**src/rtl/timer_count_param.sv**
```systemverilog
// Timer counter core: count register, up/down direction and overflow-flag trigger.
// Counter length is selected at run time through a mask applied to every stored value.
module timer_count_param #(
   parameter int WIDTH = 16
) (
   input  logic             TimerClock,
   input  logic             reset,
   input  logic             tick,
   input  logic             clr,
   input  logic [1:0]       MC,
   input  logic [1:0]       CNTL,
   input  logic [WIDTH-1:0] period,
   input  logic             wr_en,
   input  logic [WIDTH-1:0] wr_data,
   output logic [WIDTH-1:0] count,
   output logic             dir,
   output logic             equ0,
   output logic             ifg_set
);

   typedef enum logic [1:0] {
      MC_STOP   = 2'b00,
      MC_UP     = 2'b01,
      MC_CONT   = 2'b10,
      MC_UPDOWN = 2'b11
   } mc_t;

   localparam logic [WIDTH-1:0] ONES = '1;
   localparam logic [WIDTH-1:0] ONE  = WIDTH'(1);

   logic [WIDTH-1:0] r_count;
   logic             r_dir;
   logic             r_ifg;

   logic [WIDTH-1:0] w_mask;
   logic [WIDTH-1:0] w_cnt_m;
   logic [WIDTH-1:0] w_per_m;
   logic [WIDTH-1:0] w_inc;
   logic [WIDTH-1:0] w_dec;
   logic [WIDTH-1:0] w_count_next;
   logic             w_dir_next;
   logic             w_ifg_next;
   mc_t              w_mode;

   always_comb begin
      w_mask = ONES;
      case (CNTL)
         2'b00:   w_mask = ONES;
         2'b01:   w_mask = ONES >> 4;
         2'b10:   w_mask = ONES >> 6;
         default: w_mask = ONES >> 8;
      endcase
   end

   // A stale count above the new length is folded into range before any step uses it.
   assign w_cnt_m = r_count & w_mask;
   assign w_per_m = period & w_mask;
   assign w_inc   = (w_cnt_m + ONE) & w_mask;
   assign w_dec   = (w_cnt_m - ONE) & w_mask;
   assign w_mode  = mc_t'(MC);

   always_comb begin
      w_count_next = r_count;
      w_dir_next   = r_dir;
      w_ifg_next   = 1'b0;
      if (clr) begin
         w_count_next = '0;
         w_dir_next   = 1'b0;
      end else if (wr_en) begin
         w_count_next = wr_data & w_mask;
      end else if (tick) begin
         case (w_mode)
            MC_UP: begin
               if (w_per_m == '0) begin
                  w_count_next = '0;
               end else if (w_cnt_m == w_per_m) begin
                  w_count_next = '0;
                  w_ifg_next   = 1'b1;
               end else begin
                  w_count_next = w_inc;
                  w_ifg_next   = (w_inc == '0);
               end
            end
            MC_CONT: begin
               w_count_next = w_inc;
               w_ifg_next   = (w_inc == '0);
            end
            MC_UPDOWN: begin
               if (w_per_m == '0) begin
                  w_count_next = '0;
                  w_dir_next   = 1'b0;
               end else if (!r_dir && (w_cnt_m < w_per_m)) begin
                  w_count_next = w_inc;
               end else begin
                  // Turn-around and down steps share one path; reaching 0 ends the down leg.
                  w_count_next = w_dec;
                  if (w_dec == '0) begin
                     w_dir_next = 1'b0;
                     w_ifg_next = 1'b1;
                  end else begin
                     w_dir_next = 1'b1;
                  end
               end
            end
            default: begin
               w_count_next = r_count;
            end
         endcase
      end
   end

   always_ff @(posedge TimerClock) begin
      if (reset) begin
         r_count <= '0;
         r_dir   <= 1'b0;
         r_ifg   <= 1'b0;
      end else begin
         r_count <= w_count_next;
         r_dir   <= w_dir_next;
         r_ifg   <= w_ifg_next;
      end
   end

   assign count   = r_count;
   assign dir     = r_dir;
   assign ifg_set = r_ifg;
   assign equ0    = (r_count == w_per_m);

endmodule

```
**config.mk**
```make
export PLATFORM = sky130hd
export DESIGN_NAME = timer_count_param
export DESIGN_NICKNAME = d
export VERILOG_FILES = /design/src/rtl/timer_count_param.sv
export SDC_FILE = /design/constraint.sdc
export NUM_CORES = 1
export LEC_CHECK = 0
export CAP_MARGIN = 20
export CELL_PAD_IN_SITES_DETAIL_PLACEMENT = 1
export CELL_PAD_IN_SITES_GLOBAL_PLACEMENT = 1
export CORE_ASPECT_RATIO = 0.7
export CORE_MARGIN = 4
export CORE_UTILIZATION = 39
export CTS_CLUSTER_SIZE = 16
export DETAILED_ROUTE_END_ITERATION = 7
export GPL_ROUTABILITY_DRIVEN = 1
export PLACE_DENSITY_LB_ADDON = 0.25
export SYNTH_ARGS = -nofsm -noshare
export SYNTH_HDL_FRONTEND = slang
export SYNTH_SLANG_ARGS = --single-unit
export TNS_END_PERCENT = 5
```
**constraint.sdc**
```tcl
create_clock -name TimerClock -period 8.4 [get_ports TimerClock]
set_input_delay 0.84 -clock TimerClock [delete_from_list [all_inputs] [get_ports TimerClock]]
set_output_delay 0.84 -clock TimerClock [all_outputs]
set_load 0.005 [all_outputs]
```
# Yosys cells after proc, flatten, opt, wreduce, memory -nomap -nowiden
# Index checks and enable logic that the tools add are counted.
# word_totals
ram_bits,0
memories,0
rom_bits,0
ff_bits,18
out_inout_bits,19
elab_cells,50
latchBits,0
# op_classes
n_lt_le_gt_ge,1
bitwise_logic,7
div_mod_pow,0
mul,0
n_eq_ne,8
shifts,0
n_addsub,2
reduce_logical,12
n_mux,17
# op_table
cell,n
$mux 16,6
$pmux 16 s3,2
$and 16x16->16,5
$logic_not 16->1,3
$eq 16x16->1,2
$add 16x1->16 const B,1
$lt 16x16->1,1
$sub 16x1->16 const B,1
$mux 1,8
$eq 2x2->1 const B,3
$eq 2x1->1 const B,2
$reduce_and 4->1,1
$reduce_bool 4->1,1
$reduce_or 4->1,1
$pmux 1 s3,1
$logic_not 2->1,1
$ne 2x2->1 const B,1
$not 1->1,2
$reduce_and 2->1,1
$reduce_bool 2->1,1
$reduce_or 2->1,1
$logic_and 1x1->1,1
$logic_not 1->1,1

# Longest topological paths before layout
# Gate-level depths: netlist (run 1).
# logic_depth
ltp_word,10
depth_mapped,13
mapped_depth_nobuf,10

# Least setup slack after synthesis (run 1)
# Ideal clock, no wire load.
# synth_path
path_kind,input port to flip-flop
startpoint,input port CNTL[1]
endpoint,register r_count[10] (netlist: count[10])
setup_ns,0.086
setup_slack_ns,4.805
arrival_time_ns,3.510
n_path_buf,3
stages,13
path_cell_list,buf_2 -> nor2_1 -> clkbuf_1 -> and2_1 -> ha_1 -> nand3_1 -> a211oi_1 -> a2111oi_2 -> nand3_1 -> o21ai_1 -> buf_2 -> a32oi_1 -> a211oi_1
# synth_via
elab_chain_cells,10
# synth_lines
element,line_no,rtl
from (decl),11,"input logic [1:0] CNTL,"
"$eq 2x2->1, or another cell as far along",47,case (CNTL)
$pmux 16 s3 *,47,
$and 16x16->16 (on tied branches),"56, 57",
"$sub 16x1->16, or another cell as far along",59,assign w_dec = (w_cnt_m - ONE) & w_mask;
"$and 16x16->16, or another cell as far along",59,
$mux 16 (on tied branches),"92, 76",
$mux 16 (on tied branches),"89, 74",
$pmux 16 s3,72,case (w_mode)
$mux 16,71,end else if (tick) begin
$mux 16 *,69,end else if (wr_en) begin
to (signal assigned),118,r_count <= w_count_next;
to (decl),31,logic [WIDTH-1:0] r_count;
# Mark *: on every way between the ends. The rest lies on a longest branch, timed or not. The select of a mux whose other input is x is not followed.
# A chain may end at the register's enable or synchronous reset.

# Final worst setup path (run 1)
# layout_path
startpoint,input port CNTL[1]
endpoint,register r_count[14] (netlist: count[14])
# The elaborated chain is that of the path after synthesis.

==> results of run 1 <==
## per-stage QoR
stage                     cell area, um^2  setup WS, ns  hold slack [ns]  util, %  cells
after floorplan                      2790          4.80            0.548        -    402
after global placement               3380          3.10            0.588     49.4    529
after detailed placement             3390          3.28            0.618     49.6    530
after CTS                            3450          3.55            0.633     50.4    534
after global routing                 3450          3.18            0.664     50.4    534
final                                3450          3.38            0.632     50.4    534
## worst min-delay path by stage
stage	from	end	depth (start not counted)
floorplan	dir	dir	2
global placement	count[9]	count[9]	2
detailed placement	dir	dir	2
CTS	dir	dir	2
global route	dir	dir	2
finish	dir	dir	2
## sequential cells by signal, indices dropped and copies added (netlist names)
register  cells
count        16
ifg_set       1
dir           1
## layout make-up
class,instances,area (um^2)
fillers,870,3400
clock buffers,4,55.1
inverters,18,67.6
well taps,94,118
flip-flops and latches,18,360
repair buffers,62,617
multi-input cells,338,2230
## layer usage
metal | track usage (%) | vias up | part of all wire [%] | wire (um)
met5 | 0 | - | 0 | 0
met4 | 5.93 | 0 | 1.3 | 140
met3 | 3.49 | 15 | 8.3 | 932
met2 | 40.5 | 152 | 42 | 4690
met1 | 39.2 | 1591 | 48 | 5410
li1 | - | 1568 | - | -
## worst reg2reg max path, delay by kind of cell (launching register included)
family	cells	cell delay (ns)
flops	1	0.60
compound gates	4	1.76
buf+inv	1	0.24
simple gates	4	0.82
fa+ha+maj	1	0.33
## power by group
group | switching, W | total (W) | internal, W | leakage [nW]
logic | 0.0000746 | 0.000138 | 0.0000635 | 1.10
clock network | 0.0000353 | 0.0000770 | 0.0000418 | 0.0288
registers | 0.0000135 | 0.000102 | 0.0000884 | 0.147
total | 0.000123 | 0.000317 | 0.000194 | 1.28
## cell families (layout without fill, tap and decap cells)
family | Yosys count | after routing
AND/OR/NAND/NOR | 176 | 176
AO/OA/AOI/OAI | 108 | 108
buffers and inverters | 46 | 84
XOR/XNOR | 28 | 28
adder cells (fa/ha/maj) | 19 | 19
flip-flops | 18 | 18
multiplexers | 7 | 7
## synth_stat cells (7+ instances only)
cell type	instances	area, um^2
ha_1	19	238
a21oi_1	24	120
nor4_1	14	87.6
nor2_1	43	161
nand2_1	35	131
inv_1	18	67.6
nor3_1	14	70.1
a211oi_1	14	105
nand4_1	7	43.8
xor2_1	11	96.3
nand3_1	13	65.1
xnor2_1	17	149
a31oi_1	7	43.8
and2_1	12	75.1
nor2b_1	9	56.3
dfxtp_1	18	360
o21ai_0	17	85.1
clkbuf_1	20	75.1
==> results.txt, run 1 <==
initial antenna violation count: 0
core region area: 6850 um^2
GRT Residual Overflow: 0
total power: 0.000317 W
Row Count: 25
Worst Setup End Kind: flip-flop
final hold vios: 0
via/cell ratio: 6.23
crit path from: CNTL[1]
Worst R2R End: count[14]
Die Area: 8590 um^2
Crit Path Max Fanout: 17
IO buf count: 59
WS Path Type: input pin to flip-flop
Hold Crit Class: flip-flop to flip-flop
Leakage: 1.28 nW
Die X: 109 um
arrival time at the worst endpoint: 5.18 ns
most frequent cells in the layout: 59 x clkdlybuf4s50_1, 43 x nor2_1, 35 x nand2_1, 24 x a21oi_1, 19 x ha_1
max incr delay on CP: 0.93 ns
Final min period: 5.02 ns
routed vias: 3326
clock tree buffer depth: 2
VDD IR max: 0.0000685 V
Final Skew: 0.00413 ns
average wire per standard cell: 20.9 um
commonest non-fill, non-tap cell in the layout: clkdlybuf4s50_1
Slew Limit Headroom: 24.5%
hpwl dp: 8780 um
cts repair resizes: 0
xor/xnor share of the synthesized area: 8.79%
number of global-route vias before repair: 3422
Worst-Margin Slew: 1.12 ns
RePlAce Congestion: 0.918
die height: 78.8 um
Yosys reg bits: 18
Reg2Reg Depth: 10
worst-path cell chain: clkdlybuf4s50_1, nor2_1, nand2_1, ha_1, nor2_1, a211oi_1, a2111oi_2, nand3_1, o21ai_1, buf_4, nand3_1, a2111oi_2
register area share after synthesis: 12.9%
reg2reg start: count[11]
Total Routing Usage GR: 26.5%
slowest stage cell, crit path: a2111oi_2
Clock Latency Late Sink: 0.26 ns
Synth Area in Simple Gates: 33.0%
synth warn: 0
reg-to-reg slack, setup: 4.55 ns
post-synthesis mux area share: 2.56%
cts bufs inserted: 3
Starting Density: 40.7%
maximum level of the CTS H-tree: 1
Worst Setup Start Kind: input pin
drt drc: 0
fin. max-slew vios: 0
count of final setup violators: 0
largest net degree at the start of global routing: 24
CTS root buffer: clkbuf_8
top cell family by delay on the critical path: compound AO/OA/AOI/OAI gates
Power Density: 91.9 nW/um^2
drt total wl: 11200 um
Post-synth EDFFs: 0
io pins: 60
Worst Setup EP: count[14]
Synth Area in Adders: 8.52%
Hold-fix buffers, CTS: 0
Setup TNS: 0 ns
CP required: 8.57 ns
complex-gate fraction of the synthesized area: 27.2%
crit path buf inv count: 2
Syn Area/Cell: 6.94 um^2
final period utilization: 59.7%
Synth Flop Type: dfxtp_1
number of max-cap violations: 0
Crit path depth: 12
main combinational cell family by area after synthesis: simple AND/OR/NAND/NOR gates
Post-Syn Instances: 402
post-CTS setup buffers: 0
drt first-iter violations: 396
Syn-to-layout area delta: 23.7%
drt pass-1 iters: 5
Cell variety after synth: 66
CTS tree: yes
outcome: finished clean
Final #Nets: 501
Mapped Area: 2790 um^2
# diodes: 0
Synth async-reset ratio: 0%
max frequency: 199 MHz
RSZ-0062 raised after global routing: false
clk sink count: 18
syn_nets: 462
ANT nets after route: 0
CTS clk-pin slew, worst paths: 0.08 ns
first-pass GRT wire length: 18200 um
layout cells sized above 1: 5.68%
Power figures use the tool's default switching activity.
==> run 2, diff against run 1 <==
CORE_UTILIZATION = 37   (was 39)
clock period = 4.8 ns   (was 8.4 ns; I/O delays follow)
==> run 2 against run 1 <==
Against the previous run: non-clock buffer count grew 3; setup slack lost 2.6 ns; clock skew shrank 0.0013 ns; wire length grew 3.7%; power grew 75%; die area grew 4.9%; clock power grew 73%; worst hold slack lost 0.012 ns.
==> results.txt, run 2 (synthesis gave the netlist of run 1 again) <==
Final min period: 4.00 ns
Worst R2R End: count[14] (unchanged)
DR WL met2: 4990 um (was 4690 um)
worst-path cell chain: clkdlybuf4s50_1, buf_4, nand2_1, and2_1, ha_1, and2_1, o21ai_0, o32a_1, a2111oi_0, a311o_1, a32oi_1, a211oi_1 (was clkdlybuf4s50_1, nor2_1, nand2_1, ha_1, nor2_1, a211oi_1, a2111oi_2, nand3_1, o21ai_1, buf_4, nand3_1, a2111oi_2)
Placed Instances: 537 (was 530)
Crit path depth: 12 (unchanged)
via/cell ratio: 6.14 (was 6.23)
largest net degree at the start of global routing: 24 (unchanged)
slowest stage cell, crit path: a2111oi_0 (was a2111oi_2)
Worst Setup Start Kind: input pin (unchanged)
CTS root buffer: clkbuf_8 (unchanged)
fillcell total: 949 (was 870)
core region area: 7320 um^2 (was 6850 um^2)
Slew Limit Headroom: 27.6% (was 24.5%)
Clock Latency Late Sink: 0.26 ns (about the same)
Final #Nets: 504 (was 501)
final hold vios: 0 (unchanged)
arrival time at the worst endpoint: 4.17 ns (was 5.18 ns)
fin. max-slew vios: 0 (unchanged)
drt pass-1 iters: 5 (unchanged)
RSZ-0062 raised after global routing: false (unchanged)
IO buf count: 59 (unchanged)
max frequency: 250 MHz
hold-critical path endpoint: count[9] (was dir)
WS Path Type: input pin to flip-flop (unchanged)
Top Layer Used: met4 (unchanged)
Hold Crit Class: flip-flop to flip-flop (unchanged)
Setup TNS: 0 ns (unchanged)
max incr delay on CP: 0.95 ns (was 0.93 ns)
Worst Setup End Kind: flip-flop (unchanged)
Leakage: 1.29 nW (was 1.28 nW)
count of final setup violators: 0 (unchanged)
first-pass GRT wire length: 18300 um (was 18200 um)
reg2reg start: count[11] (unchanged)
layout cells sized above 1: 6.32% (was 5.68%)
register area: 360 um^2 (unchanged)
Row Count: 26 (was 25)
M1 wire length: 5770 um (was 5410 um)
hpwl dp: 9120 um (was 8780 um)
post-CTS setup buffers: 0 (unchanged)
drt first-iter violations: 215 (was 396)
number of max-cap violations: 0 (unchanged)
most frequent cells in the layout: 59 x clkdlybuf4s50_1, 43 x nor2_1, 35 x nand2_1, 24 x a21oi_1, 19 x ha_1 (unchanged)
initial antenna violation count: 0 (unchanged)
CTS clk-pin slew, worst paths: 0.08 ns (about the same)
footprint of the multi-input gates: 2230 um^2 (unchanged)
Most Frequent Cell on Critical Path: and2_1
Non-Filler Instances: 541 (was 534)
Total Routing Usage GR: 25.6% (was 26.5%)
hold path depth: 2 (unchanged)
cts repair resizes: 0 (unchanged)
clock tree buffer depth: 2 (unchanged)
Final Skew: 0.00287 ns (was 0.00413 ns)
routed vias: 3322 (was 3326)
GRT Residual Overflow: 0 (unchanged)
outcome: finished clean (unchanged)
Power Density: 160 nW/um^2 (was 91.9 nW/um^2)
RePlAce Congestion: 0.944 (was 0.918)
die height: 80.6 um (was 78.8 um)
Die X: 112 um (was 109 um)
Worst-Margin Slew: 1.06 ns (was 1.12 ns)
met3 wire length: 769 um (was 932 um)
Starting Density: 38.1% (was 40.7%)
CP required: 4.97 ns (was 8.57 ns)
cts bufs inserted: 3 (unchanged)
final period utilization: 83.3%
commonest non-fill, non-tap cell in the layout: clkdlybuf4s50_1 (unchanged)
io pins: 60 (unchanged)
max reg flops: 16 (unchanged)
drt drc: 0 (unchanged)
Hold-fix buffers, CTS: 0 (unchanged)
ANT nets after route: 0 (unchanged)
CTS tree: yes (unchanged)
top cell family by delay on the critical path: compound AO/OA/AOI/OAI gates (unchanged)
drt total wl: 11600 um (was 11200 um)
Crit Path Max Fanout: 16 (was 17)
total power: 0.000555 W (was 0.000317 W)
clk sink count: 18 (unchanged)
Reg2Reg Depth: 9 (was 10)
reg-to-reg slack, setup: 1.15 ns (was 4.55 ns)
crit path buf inv count: 2 (unchanged)
VDD IR max: 0.000123 V (was 0.0000685 V)
Die Area: 9010 um^2 (was 8590 um^2)
number of global-route vias before repair: 3316 (was 3422)
Syn-to-layout area delta: 24.5% (was 23.7%)
min-delay src: count[9] (was dir)
average wire per standard cell: 21.4 um (was 20.9 um)
# diodes: 0 (unchanged)
Util after Layout: 47.5% (was 50.4%)
maximum level of the CTS H-tree: 1 (unchanged)
run 2: cell count changes in the layout (fill, tap and decap cells not counted), sizes merged:
cell | before | now
buf | 3 | 6
run 2: report_power, final:
group          switching (W)  internal [W]  total, W
sequential         0.0000240      0.000155  0.000179
clock              0.0000599     0.0000732  0.000133
combinational       0.000132      0.000112  0.000244
run 2: per-stage QoR:
| step | worst slack, ns | hold slack [ns] | cell area, um^2 |
|---|---|---|---|
| CTS | 0.897 | 0.613 | 3470 |
| finish | 0.800 | 0.620 | 3470 |
| floorplan | 1.56 | 0.548 | 2790 |
| detailed placement | 0.691 | 0.600 | 3420 |
| global placement | 0.751 | 0.593 | 3420 |
| global route | 0.603 | 0.640 | 3470 |
run 2: cell type report:
class                   instances  share of cell area, %
flip-flops and latches         18                   10.4
clock buffers                   4                   1.59
repair buffers                 65                   18.3
inverters                      18                   1.95
multi-input cells             338                   64.3
well taps                      98                   3.53
run 2: how the worst max path moves through the flow:
| stage | to | startpoint | slack, ns |
|---|---|---|---|
| after floorplan | count[10] | CNTL[1] | 1.56 |
| after global placement | count[11] | CNTL[1] | 0.75 |
| after detailed placement | count[10] | CNTL[1] | 0.69 |
| after CTS | count[14] | CNTL[0] | 0.90 |
| after global routing | count[10] | CNTL[1] | 0.60 |
| final | count[10] | CNTL[1] | 0.80 |
run 2: routing by layer:
metal  global-route usage, %  vias up
li1                        -     1568
met1                    38.3     1622
met2                    40.6      127
met3                    2.71        5
met4                    2.92        0
met5                       0        -
run 2: worst reg2reg max path, stage by stage (launching register included):
cell	delay, ns
dfxtp_1	0.59
nor2b_1	0.46
ha_1	0.33
nand4bb_1	0.12
a211oi_1	0.10
a2111oi_2	0.86
nand3_1	0.15
o21ai_1	0.37
nand3_1	0.17
a2111oi_2	0.39
==> run 3, diff against run 2 <==
CORE_UTILIZATION = 33   (was 37)
clock period = 3.3 ns   (was 4.8 ns; I/O delays follow)
==> run 3 against run 2 <==
Against the previous run: largest power group unchanged; die area rose by 11%; critical path type unchanged; combinational power rose by 69%; largest cell class unchanged; sequential cell count did not move.
==> results.txt, run 3 (synthesis gave the netlist of run 1 again) <==
Die Area: 10000 um^2 (was 9010 um^2)
worst-path cell chain: clkdlybuf4s50_1, nand2_1, and2_1, ha_1, and2_1, o21ai_0, o32a_1, a21o_1, a2111oi_0, buf_4, a21oi_1, a31oi_1 (was clkdlybuf4s50_1, buf_4, nand2_1, and2_1, ha_1, and2_1, o21ai_0, o32a_1, a2111oi_0, a311o_1, a32oi_1, a211oi_1)
Total Routing Usage GR: 25.4% (was 25.6%)
arrival time at the worst endpoint: 3.29 ns (was 4.17 ns)
max incr delay on CP: 0.54 ns (was 0.95 ns)
Crit Path Max Fanout: 4 (was 16)
clock tree buffer depth: 2 (unchanged)
GRT Residual Overflow: 0 (unchanged)
max frequency: 322 MHz
fin. max-slew vios: 0 (unchanged)
commonest non-fill, non-tap cell in the layout: clkdlybuf4s50_1 (unchanged)
clk sink count: 18 (unchanged)
Die X: 118 um (was 112 um)
first-pass GRT wire length: 20600 um (was 18300 um)
CTS tree: yes (unchanged)
largest net degree at the start of global routing: 20 (was 24)
Row Count: 27 (was 26)
count of final setup violators: 0 (unchanged)
maximum level of the CTS H-tree: 1 (unchanged)
max reg flops: 16 (unchanged)
cts bufs inserted: 3 (unchanged)
via/cell ratio: 6.06 (was 6.14)
register area: 363 um^2 (was 360 um^2)
top cell family by delay on the critical path: compound AO/OA/AOI/OAI gates (unchanged)
RePlAce Congestion: 0.962 (was 0.944)
most frequent cells in the layout: 59 x clkdlybuf4s50_1, 47 x buf_4, 43 x nor2_1, 35 x nand2_1, 23 x a21oi_1 (was 59 x clkdlybuf4s50_1, 43 x nor2_1, 35 x nand2_1, 24 x a21oi_1, 19 x ha_1)
average wire per standard cell: 21.7 um (was 21.4 um)
CTS clk-pin slew, worst paths: 0.06 ns (was 0.08 ns)
io pins: 60 (unchanged)
Final min period: 3.10 ns
CTS root buffer: clkbuf_16 (was clkbuf_8)
fillcell total: 1034 (was 949)
outcome: finished clean (unchanged)
Worst Setup End Kind: flip-flop (unchanged)
Worst-Margin Slew: 0.949 ns (was 1.06 ns)
Power Density: 246 nW/um^2 (was 160 nW/um^2)
RSZ-0062 raised after global routing: true (was false)
Most Frequent Cell on Critical Path: and2_1 (unchanged)
drt first-iter violations: 273 (was 215)
post-CTS setup buffers: 0 (unchanged)
hpwl dp: 9960 um (was 9120 um)
Hold-fix buffers, CTS: 0 (unchanged)
Clock Latency Late Sink: 0.26 ns (about the same)
Hold WS: 0.619 ns (was 0.620 ns)
Worst Setup Start Kind: input pin (unchanged)
footprint of the multi-input gates: 2270 um^2 (was 2230 um^2)
final hold vios: 0 (unchanged)
number of max-cap violations: 0 (unchanged)
die height: 84.9 um (was 80.6 um)
reg-to-reg slack, setup: 0.35 ns (was 1.15 ns)
Syn-to-layout area delta: 38.2% (was 24.5%)
Final Skew: 0.00234 ns (was 0.00287 ns)
drt total wl: 12700 um (was 11600 um)
Util after Layout: 47.9% (was 47.5%)
slowest stage cell, crit path: clkdlybuf4s50_1 (was a2111oi_0)
Starting Density: 34.7% (was 38.1%)
Final #Nets: 545 (was 504)
Hold Crit Class: flip-flop to flip-flop (unchanged)
IO buf count: 59 (unchanged)
layout cells sized above 1: 15.7% (was 6.32%)
routed vias: 3544 (was 3322)
drt drc: 0 (unchanged)
crit path buf inv count: 2 (unchanged)
CP required: 3.49 ns (was 4.97 ns)
final period utilization: 94.0%
initial antenna violation count: 0 (unchanged)
# diodes: 0 (unchanged)
ANT nets after route: 0 (unchanged)
number of global-route vias before repair: 3681 (was 3316)
drt pass-1 iters: 5 (unchanged)
Leakage: 1.52 nW (was 1.29 nW)
Setup TNS: 0 ns (unchanged)
core region area: 8040 um^2 (was 7320 um^2)
VDD IR max: 0.000137 V (was 0.000123 V)
WS Path Type: input pin to flip-flop (unchanged)
Slew Limit Headroom: 36.5% (was 27.6%)
==> run 3: changes by cell type in the layout (fill, tap and decap cells not counted), sizes merged <==
cell  delta
buf     +41
==> run 3: layout make-up <==
cell class,count,share of cell area [%]
flip-flops and latches,18,9.41
repair buffers,106,24.5
inverters,18,1.75
clock buffers,4,2.30
well taps,101,3.28
multi-input cells,338,58.8
==> run 3: what timing repair did <==
| action | 4_1_cts | 5_1_grt |
|---|---|---|
| resized for setup | 0 | 10 |
| hold endpoints to repair | 0 | 0 |
| endpoints found under the setup margin | 0 | 10 |
==> run 3: through the flow <==
step	power (W)	std cells	setup slack, ns	instance area (um^2)
4_1_cts	0.000938	585	0.123	3820
3_5_place_dp	0.000644	581	-0.167	3730
5_1_grt	0.000997	585	-0.0264	3850
6_report	0.000948	585	0.196	3850
3_3_place_gp	0.000634	581	-0.0603	3730
2_1_floorplan	0.000470	402	0.215	2790
==> run 3: worst paths after layout <==
| kind | endpoint | startpoint | cells after the start |
|---|---|---|---|
| min reg2reg | dir | dir | 2 |
| min | dir | dir | 2 |
| max | count[2] | CNTL[0] | 12 |
| max reg2reg | ifg_set | count[0] | 9 |
==> run 3: power by group <==
group | switching, W | total, W | internal (W) | leakage (nW)
clock | 0.000108 | 0.000294 | 0.000186 | 0.0442
combinational | 0.000223 | 0.000413 | 0.000191 | 1.33
sequential | 0.0000155 | 0.000241 | 0.000226 | 0.147
total | 0.000347 | 0.000948 | 0.000602 | 1.52
==> run 3: worst reg2reg max path, delay by kind of cell (launching register included) <==
kind | cells | cell delay (ns)
AOI/OAI and AO/OA | 3 | 0.52
buffers and inverters | 1 | 0.16
and+or+nand+nor | 4 | 1.44
DFF | 1 | 0.39
adders and majority gates | 1 | 0.37
==> run 3: routing by layer <==
metal	up-vias	track usage, %	part of all wire (%)
met5	-	0	0
met3	18	4.13	8.1
met2	156	39.5	43
li1	1646	-	-
met4	0	4.57	1.5
met1	1724	37.2	48
